## config.mk

```make
export PLATFORM = sky130hd
export DESIGN_NAME = simon_autoplayer_flat
export DESIGN_NICKNAME = d
export VERILOG_FILES = /design/src/rtl/simon_autoplayer_if.sv /design/src/rtl/simon_autoplayer.sv /design/src/flat_wrapper.sv
export SDC_FILE = /design/constraint.sdc
export NUM_CORES = 1
export LEC_CHECK = 0
export BUFFER_PORTS_ARGS = -buffer_cell sky130_fd_sc_hd__buf_2
export CAP_MARGIN = 10
export CELL_PAD_IN_SITES_DETAIL_PLACEMENT = 1
export CELL_PAD_IN_SITES_GLOBAL_PLACEMENT = 1
export CORE_UTILIZATION = 40
export DETAILED_ROUTE_END_ITERATION = 8
export HOLD_SLACK_MARGIN = 0.15
export PLACE_DENSITY = 0.66
export SYNTH_ARGS = -nofsm -noshare
export SYNTH_HDL_FRONTEND = slang
export SYNTH_SLANG_ARGS = --single-unit
```

## constraint.sdc

```tcl
create_clock -name clk -period 2.8 [get_ports clk]
set_input_delay 0.28 -clock clk [delete_from_list [all_inputs] [get_ports clk]]
set_output_delay 0.28 -clock clk [all_outputs]
set_load 0.03 [all_outputs]
```

## src/rtl/simon_autoplayer_if.sv

```systemverilog
// Game-side signal bundle between the Simon core and its autoplayer.
// master drives LEDs/phases/enable; slave (the autoplayer) drives buttons and status.
interface simon_autoplayer_if #(
    parameter int LEN_W = 6
);
    logic             ena;
    logic [3:0]       led_in;
    logic             show_phase;
    logic             input_phase;
    logic [3:0]       btn_out;
    logic             busy;
    logic [LEN_W-1:0] seq_len;
    logic             overflow;
    logic             err;

    modport master (
        output ena, led_in, show_phase, input_phase,
        input  btn_out, busy, seq_len, overflow, err
    );

    modport slave (
        input  ena, led_in, show_phase, input_phase,
        output btn_out, busy, seq_len, overflow, err
    );
endinterface

```

## src/rtl/simon_autoplayer.sv

```systemverilog
// Simon self-play driver: records the LED colour sequence, replays it as timed one-hot presses.
// First press 2 clocks after input_phase rises; no backpressure, ena=0 freezes everything.
module simon_autoplayer #(
    parameter int MAX_LEN      = 32,
    parameter int PRESS_CYCLES = 4,
    parameter int GAP_CYCLES   = 4,
    parameter int LEN_W        = 6
) (
    input  logic              clk,
    input  logic              rst_n,
    simon_autoplayer_if.slave bus
);
    localparam int AW      = (MAX_LEN > 1) ? $clog2(MAX_LEN) : 1;
    localparam int CNT_MAX = (PRESS_CYCLES > GAP_CYCLES) ? PRESS_CYCLES : GAP_CYCLES;
    localparam int CNT_W   = $clog2(CNT_MAX + 1);

    typedef enum logic [2:0] {
        S_IDLE, S_CAPTURE, S_WAIT_INPUT, S_PRESS, S_GAP, S_DONE
    } state_t;

    state_t           r_state, w_state_nxt;
    logic [3:0]       r_led_q, r_led_prev;
    logic             r_show_q, r_show_prev, r_input_q;
    logic [LEN_W-1:0] r_seq_len, r_idx;
    logic             r_overflow;
    logic [CNT_W-1:0] r_cnt;
    logic [1:0]       r_buf [MAX_LEN];

    logic             w_onehot, w_invalid, w_cap_edge, w_show_rise, w_show_fall, w_full;
    logic [1:0]       w_code;
    logic             w_clear, w_store, w_cnt_clr, w_idx_clr, w_idx_inc;
    logic [AW-1:0]    w_wr_ptr, w_rd_ptr;

    assign w_onehot    = (r_led_q != 4'd0) && ((r_led_q & (r_led_q - 4'd1)) == 4'd0);
    assign w_invalid   = (r_led_q != 4'd0) && !w_onehot;
    // r_led_prev holds only valid colours, so a garbled sample looks like dark
    assign w_cap_edge  = w_onehot && (r_led_q != r_led_prev);
    assign w_show_rise = r_show_q && !r_show_prev;
    assign w_show_fall = !r_show_q && r_show_prev;
    assign w_full      = (r_seq_len == LEN_W'(MAX_LEN));
    assign w_wr_ptr    = r_seq_len[AW-1:0];
    assign w_rd_ptr    = r_idx[AW-1:0];

    always_comb begin
        case (r_led_q)
            4'b0010: w_code = 2'd1;
            4'b0100: w_code = 2'd2;
            4'b1000: w_code = 2'd3;
            default: w_code = 2'd0;
        endcase
    end

    always_comb begin
        w_state_nxt = r_state;
        w_clear     = 1'b0;
        w_store     = 1'b0;
        w_cnt_clr   = 1'b0;
        w_idx_clr   = 1'b0;
        w_idx_inc   = 1'b0;
        case (r_state)
            S_IDLE: begin
                if (w_show_rise) begin
                    w_state_nxt = S_CAPTURE;
                    w_clear     = 1'b1;
                end
            end
            S_CAPTURE: begin
                w_store = w_cap_edge;
                if (w_show_fall) w_state_nxt = S_WAIT_INPUT;
            end
            S_WAIT_INPUT, S_DONE: begin
                if (w_show_rise) begin
                    w_state_nxt = S_CAPTURE;
                    w_clear     = 1'b1;
                end else if (r_state == S_DONE) begin
                    if (!r_input_q) w_state_nxt = S_IDLE;
                end else if (r_input_q) begin
                    w_state_nxt = (r_seq_len == '0) ? S_DONE : S_PRESS;
                    w_idx_clr   = 1'b1;
                    w_cnt_clr   = 1'b1;
                end
            end
            S_PRESS: begin
                if (!r_input_q) begin
                    w_state_nxt = S_IDLE;
                end else if (r_cnt == CNT_W'(PRESS_CYCLES - 1)) begin
                    w_state_nxt = S_GAP;
                    w_cnt_clr   = 1'b1;
                end
            end
            S_GAP: begin
                if (!r_input_q) begin
                    w_state_nxt = S_IDLE;
                end else if (r_cnt == CNT_W'(GAP_CYCLES - 1)) begin
                    w_idx_inc   = 1'b1;
                    w_cnt_clr   = 1'b1;
                    w_state_nxt = ((r_idx + LEN_W'(1)) == r_seq_len) ? S_DONE : S_PRESS;
                end
            end
            default: w_state_nxt = S_IDLE;
        endcase
    end

    always_ff @(posedge clk or negedge rst_n) begin
        if (!rst_n) r_state <= S_IDLE;
        else if (bus.ena) r_state <= w_state_nxt;
    end

    always_ff @(posedge clk or negedge rst_n) begin
        if (!rst_n) begin
            r_led_q     <= 4'd0;
            r_led_prev  <= 4'd0;
            r_show_q    <= 1'b0;
            r_show_prev <= 1'b0;
            r_input_q   <= 1'b0;
            r_seq_len   <= '0;
            r_overflow  <= 1'b0;
            r_idx       <= '0;
            r_cnt       <= '0;
        end else if (bus.ena) begin
            r_led_q     <= bus.led_in;
            r_led_prev  <= w_onehot ? r_led_q : 4'd0;
            r_show_q    <= bus.show_phase;
            r_show_prev <= r_show_q;
            r_input_q   <= bus.input_phase;
            if (w_clear) begin
                r_seq_len  <= '0;
                r_overflow <= 1'b0;
            end else if (w_store) begin
                if (w_full) r_overflow <= 1'b1;
                else        r_seq_len  <= r_seq_len + LEN_W'(1);
            end
            if (w_idx_clr)      r_idx <= '0;
            else if (w_idx_inc) r_idx <= r_idx + LEN_W'(1);
            r_cnt <= w_cnt_clr ? '0 : r_cnt + CNT_W'(1);
        end
    end

    always_ff @(posedge clk) begin
        if (bus.ena && w_store && !w_full) r_buf[w_wr_ptr] <= w_code;
    end

    // Output is gated by the registered input phase so an abort releases the button at once
    always_comb begin
        bus.btn_out  = 4'd0;
        if (bus.ena && r_state == S_PRESS && r_input_q) bus.btn_out = 4'b0001 << r_buf[w_rd_ptr];
        bus.err      = bus.ena && (r_state == S_CAPTURE) && w_invalid;
        bus.busy     = (r_state == S_CAPTURE) || (r_state == S_PRESS) || (r_state == S_GAP);
        bus.seq_len  = r_seq_len;
        bus.overflow = r_overflow;
    end
endmodule

```

## src/flat_wrapper.sv

```systemverilog
// flat-port wrapper written by rule: the top's interface ports become plain ports
module simon_autoplayer_flat 
#(
    parameter int MAX_LEN      = 32,
    parameter int PRESS_CYCLES = 4,
    parameter int GAP_CYCLES   = 4,
    parameter int LEN_W        = 6
)
  (clk, rst_n, bus_ena, bus_led_in, bus_show_phase, bus_input_phase, bus_btn_out, bus_busy, bus_seq_len, bus_overflow, bus_err);
  simon_autoplayer_if #(.LEN_W(LEN_W)) bus_i ();
  input  logic clk;
  input  logic rst_n;
  input wire logic [$bits(bus_i.ena)-1:0] bus_ena;
  input wire logic [$bits(bus_i.led_in)-1:0] bus_led_in;
  input wire logic [$bits(bus_i.show_phase)-1:0] bus_show_phase;
  input wire logic [$bits(bus_i.input_phase)-1:0] bus_input_phase;
  output wire logic [$bits(bus_i.btn_out)-1:0] bus_btn_out;
  output wire logic [$bits(bus_i.busy)-1:0] bus_busy;
  output wire logic [$bits(bus_i.seq_len)-1:0] bus_seq_len;
  output wire logic [$bits(bus_i.overflow)-1:0] bus_overflow;
  output wire logic [$bits(bus_i.err)-1:0] bus_err;
  assign bus_i.ena = bus_ena;
  assign bus_i.led_in = bus_led_in;
  assign bus_i.show_phase = bus_show_phase;
  assign bus_i.input_phase = bus_input_phase;
  assign bus_btn_out = bus_i.btn_out;
  assign bus_busy = bus_i.busy;
  assign bus_seq_len = bus_i.seq_len;
  assign bus_overflow = bus_i.overflow;
  assign bus_err = bus_i.err;
  simon_autoplayer #(.MAX_LEN(MAX_LEN), .PRESS_CYCLES(PRESS_CYCLES), .GAP_CYCLES(GAP_CYCLES), .LEN_W(LEN_W)) u_core (.clk(clk), .rst_n(rst_n), .bus(bus_i));
endmodule
```

**Word-level counts from Yosys, hierarchy flattened**

Memory sizes are Yosys's and may differ from the RTL's.
Cells that the tools add are included.

- Add/sub/neg operators: 4
- Multipliers: 0
- Div/mod/pow operators: 0
- Magnitude comparators: 0
- Eq/ne operators: 19
- Shifts and indexed selects: 1
- Multiplexer cells: 38
- Bitwise gates (word level): 1
- Reduce and logical (&&, ||, !) cells: 31

Operators by type and width:

| operator | number |
|---|---|
| 2-to-1 mux 3 bit | 13 |
| 2-to-1 mux 6 bit | 5 |
| 2-to-1 mux 1 bit | 15 |
| case mux 3 bit (5 select lines) | 1 |
| adder 6 x 1 -> 6 bit, second input constant | 2 |
| logical AND 1 bit | 11 |
| equality test 3 x 2 -> 1 bit, second input constant | 3 |
| 2-to-1 mux 4 bit | 2 |
| AND reduction 7 bit | 1 |
| equality test 3 bit, second input constant | 2 |
| equality test 6 bit | 1 |
| equality test 6 bit, second input constant | 1 |
| logical NOT 6 bit | 1 |
| != test 3 bit, second input constant | 2 |
| case mux 2 bit (3 select lines) | 1 |
| AND reduction 3 bit | 2 |
| nonzero test 2 bit | 3 |
| bitwise AND 4 bit | 1 |
| equality test 4 x 2 -> 1 bit, second input constant | 1 |
| equality test 4 x 3 -> 1 bit, second input constant | 1 |
| equality test 4 bit, second input constant | 1 |
| logical NOT 1 bit | 4 |
| logical NOT 4 bit | 1 |
| != test 2 x 1 -> 1 bit, second input constant | 2 |
| other kinds (15) | 17 |

- Flip-flop bits (word level): 30
- Latch bits: 0
- Bits in writable memories: 64
- Bits in read-only memories: 0
- Bits of input ports: 9
- Output and inout bits: 13
- Word-level logic and storage cells: 105
- Memories kept: 1

Memory list:

| name | words | bits a word | read ports | clocked after Yosys merged registers in | wr ports | RTL line | RTL |
|---|---|---|---|---|---|---|---|
| u_core.r_buf | 32 | 2 | 1 | 0 | 1 | simon_autoplayer.sv:27 | `logic [1:0] r_buf [MAX_LEN];` |

**Longest topological paths before layout**

- Word-level depth: 10
- Depth in mapped cells: 7
- Depth with buffers taken out: 6

**Worst setup path after synthesis**

OpenSTA, ideal clock, no wires.

- Kind: register to output
- Start point: reg u_core.r_idx[0]
- End point: out bus_btn_out[0]
- Arrival time: 2.511 ns
- Data required time: 2.520 ns
- Slack: 0.009 ns
- Cell stages (with the launch flop): 7
- Buffers on the path: 1
- Path through: dfrtp_1 -> buf_4 -> mux4_2 -> mux2i_1 -> a22oi_1 -> o211a_1 -> nor4_1

- Longest elaborated chain between the ends: 3

RTL lines:

| item | RTL line | RTL |
|---|---|---|
| start, declared | simon_autoplayer.sv:24 | `logic [LEN_W-1:0] r_seq_len, r_idx;` |
| start signal, assigned | simon_autoplayer.sv:134 | `else if (w_idx_inc) r_idx <= r_idx + LEN_W'(1);` |
| memory read (32 x 2 bit) | n/a |  |
| << shifter 1 x 2 -> 4 bit | simon_autoplayer.sv:146 | `if (bus.ena && r_state == S_PRESS && r_input_q) bus.btn_out = 4'b0001 << r_buf[w_rd_ptr];` |
| 2-to-1 mux 4 bit | simon_autoplayer.sv:146 |  |
| end, declared | flat_wrapper.sv:17 | `output wire logic [$bits(bus_i.btn_out)-1:0] bus_btn_out;` |

No other way between the ends.

**Worst setup path after layout**

Ends and elaborated chain as after synthesis.

==> results_dict.tcl <==
set metrics [dict create \
    status "completed" \
    synth_cell_types 58 \
    path_buf_inv 2 \
    p_comb_share_pct 34.1 \
    hold_viol 0 \
    vias 3159 \
    maxSlewViolCount 0 \
    wire_per_inst_um 20.26 \
    rows 39 \
    syn_area_per_cell_um2 12.34 \
    fin_skew_ps 5.524 \
    regToRegSetupSlack_ps 300 \
    crit_required_ps 2520 \
    grt_use_met3_pct 2.293 \
    crit_fanout 8 \
    crit_type "register to primary output" \
    synthXorXnorAreaFrac_pct 3.174 \
    tns_ps 0 \
    grt_pass1_vias 3274 \
    antenna_left 0 \
    internal_power_mw 2.959 \
    grt.total_usage_pct 20.36 \
    synth-seq-cells 94 \
    diodes 0 \
    core_um2 11420 \
    antenna_found_initial 0 \
    cts-root-buf "clkbuf_16" \
    cts_max_level 3 \
    clkTransAtPathRegs_ps 70 \
    cpPeakStageDelay_ps 500 \
    synth-compound-area-share_pct 8.456 \
    start_kind "register" \
    setup_viol 0 \
    relSlewSlack_pct 52.25 \
    die_h_um 110.3 \
    fp.dieW_um 110.3 \
    power_density_nw_per_um2 841.4 \
    areaGrowthSynthToFinish_pct 14.22 \
    hp-class "input port to register" \
    grt_overflow 0 \
    first_iter_violations 141 \
    ir_drop_v 0.0003316 \
    hold_ws_ps 165.9 \
    yosysWarnings 0 \
    ys.flop_type "edfxtp_1" \
    ios 22 \
    grt_setup_unrepaired "no" \
    netlist_area_um2 4691 \
    grt_use_met1_pct 27.96 \
    synth.area.mux_share_pct 10.83 \
    layout_setup_ws_ps 77.21 \
    cts_tree "yes" \
    synth-simple-area-share_pct 14.96 \
    grt_pass1_wl_mm 17.91 \
    post-route-util_pct 46.92 \
    tightest_slew_ps 716.3 \
    wl_mm 11.29 \
    crit_slowest_cell "mux4_2" \
    async_flop_share_pct 31.91 \
    drive_gt1_share_pct 23.67 \
    die_area_um2 12160 \
    finalNetCount 425 \
    cts_buffers 9 \
    path_cells "buf_12 > mux4_2 > mux2_2 > o211a_1 > nor4_2 > buf_4" \
    synth-edff-count 64 \
    seqPwrFrac_pct 38.5 \
    cts.path.max_buffers 2 \
    fmax_mhz 367.3 \
    grt_start_max_net_pins 33 \
    cp_top_family "multiplexers" \
    post-route-min-period_ps 2723 \
    cap_violations 0 \
    gp_congestion 0.7504 \
    met2_usage_pct 33.50 \
    fin_crit_sh_pct 97.24 \
    p_sw_share_pct 34.36 \
    place_ws_ps 265.2 \
    syn_inst 380 \
    switching_power_mw 1.549 \
    clkLatencyLatePin_ps 350 \
    yosysSeqAreaShare_pct 56.98 \
    synth_nets 396 \
    start_util_pct 41.08 \
    p_leak_nw 1.959 \
    drc 0 \
    cts.sinks 94 \
    arrival_ps 2440 \
    via_per_inst 5.671 \
    dr.pass1.iters 4 \
    end_kind "primary output" \
    grt-busiest-layer "met2" \
    clock_power_share_pct 27.5 \
    dpl.hpwl_mm 7.659 \
    portBuffers 21 \
    power_mw 4.508 \
    synthAdderAreaFrac_pct 2.107 \
    synth_top_family_by_area "simple AND/OR/NAND/NOR gates" \
]
## what timing repair did
action | in CTS | in global routing
resized for setup | 6 | 7
hold buffers | 1 | 0
setup buffers | 0 | 3
hold endpoints to repair | 30 | 0
setup endpoints to repair | 2 | 3
## layout make-up
cell class	count	area (µm²)
clock buffer	9	225.2
clock inverter	7	71.32
fill	1229	6061
inverter	11	41.29
multi-input combinational	252	1889
sequential	94	2675
tap	143	178.9
timing repair buffer	41	276.5
## path summary, 6_finish.rpt
path                                   start              endpoint  depth (start not counted)
max                          u_core.r_idx[0]        bus_btn_out[0]                          6
min                          bus_input_phase      u_core.r_input_q                          2
max reg2reg                u_core.r_led_q[0]    u_core.r_buf[2][0]                          5
min reg2reg                  u_core.r_cnt[0]       u_core.r_cnt[0]                          1
max in group asynchronous              rst_n       u_core.r_idx[1]                          2
min in group asynchronous              rst_n  u_core.r_led_prev[3]                          2
## power by group through the flow
stage | clock (mW) | combinational (mW) | sequential (mW)
finish | 1.24 | 1.54 | 1.73
global route | 1.30 | 1.68 | 1.75
CTS | 1.26 | 1.47 | 1.73
detailed placement | 0 | 1.44 | 1.76
global placement | 0 | 1.41 | 1.75
floorplan | 0 | 1.04 | 1.74
## worst reg2reg max path, delay by kind of cell (launching register included)
| kind | cells | cell delay [ps] |
|---|---|---|
| adders and majority gates | 1 | 370 |
| AOI/OAI and AO/OA | 1 | 240 |
| DFF | 1 | 500 |
| and+or+nand+nor | 3 | 1080 |
## state kept, by name (all words and copies together), names as in the netlist
| signal | cells |
|---|---|
| u_core.bus.seq_len | 6 |
| u_core.r_buf | 64 |
| u_core.r_show_prev | 1 |
| u_core.r_idx | 6 |
| u_core.r_state | 3 |
| u_core.r_show_q | 1 |
| u_core.r_input_q | 1 |
| u_core.r_led_q | 4 |
| u_core.r_led_prev | 4 |
| u_core.bus.overflow | 1 |
| u_core.r_cnt | 3 |
## per-stage QoR
step / cells / area (µm²)
after detailed placement: 537 / 4982
after floorplan: 380 / 4691
final: 557 / 5358
after CTS: 554 / 5304
after global placement: 537 / 4982
after global routing: 557 / 5358
## cells in the mapped netlist, drive strengths merged (3+ instances only)
cell,instances,area [µm²]
nand3,12,60.06
o31ai,7,52.55
buf,13,82.58
nor3,8,40.04
mux2i,17,170.2
xnor2,10,87.58
dfrtp,30,750.7
nand2b,7,43.79
xor2,7,61.31
ha,7,87.58
nor2b,7,43.79
edfxtp,64,1922
o21ai,13,65.06
o21a,3,23.77
a211oi,3,22.52
mux4,8,180.2
or3,4,30.03
o41ai,3,33.79
nand2,25,101.4
or2,3,18.77
nor3b,3,22.52
nor2,38,142.6
nor4,4,40.04
a21oi,4,20.02
nand3b,6,45.04
inv,11,41.29
mux2,14,157.7
or4,3,22.52
clkbuf,10,40.04
o22ai,9,56.30
## placed cells by master, fill, tap and decap left out, drive strengths merged, types with 3 or more instances in the layout
master / netlist / final
o21a: 3 / 3
dfrtp: 30 / 30
mux4: 8 / 8
xor2: 7 / 7
ha: 7 / 7
clkbuf: 10 / 9
a21oi: 4 / 4
nor4: 4 / 4
or3: 4 / 4
inv: 11 / 13
clkinv: 0 / 3
o41ai: 3 / 3
nand3: 12 / 12
mux2i: 17 / 17
nand3b: 6 / 6
nand2b: 7 / 7
nor2: 38 / 38
o22ai: 9 / 9
nor3: 8 / 8
o21ai: 13 / 13
a211oi: 3 / 3
xnor2: 10 / 10
or4: 3 / 3
nor3b: 3 / 3
nand2: 25 / 25
edfxtp: 64 / 64
buf: 13 / 40
mux2: 14 / 14
o31ai: 7 / 7
nor2b: 7 / 7
or2: 3 / 3
## metal layers
| layer | vias up | routed length, µm |
|---|---|---|
| li1 | 1472 | - |
| met5 | - | 0 |
| met3 | 14 | 308 |
| met4 | 0 | 176 |
| met2 | 52 | 5520 |
| met1 | 1621 | 5280 |
## logic make-up (layout without fill, tap and decap cells)
family | Yosys count | in the layout
fa+ha+maj | 8 | 8
simple gates | 131 | 131
xor+xnor | 17 | 17
compound gates | 57 | 57
mux | 39 | 39
flops | 94 | 94
buf+inv | 34 | 68
No activity file was read; power rests on OpenSTA's default activity.
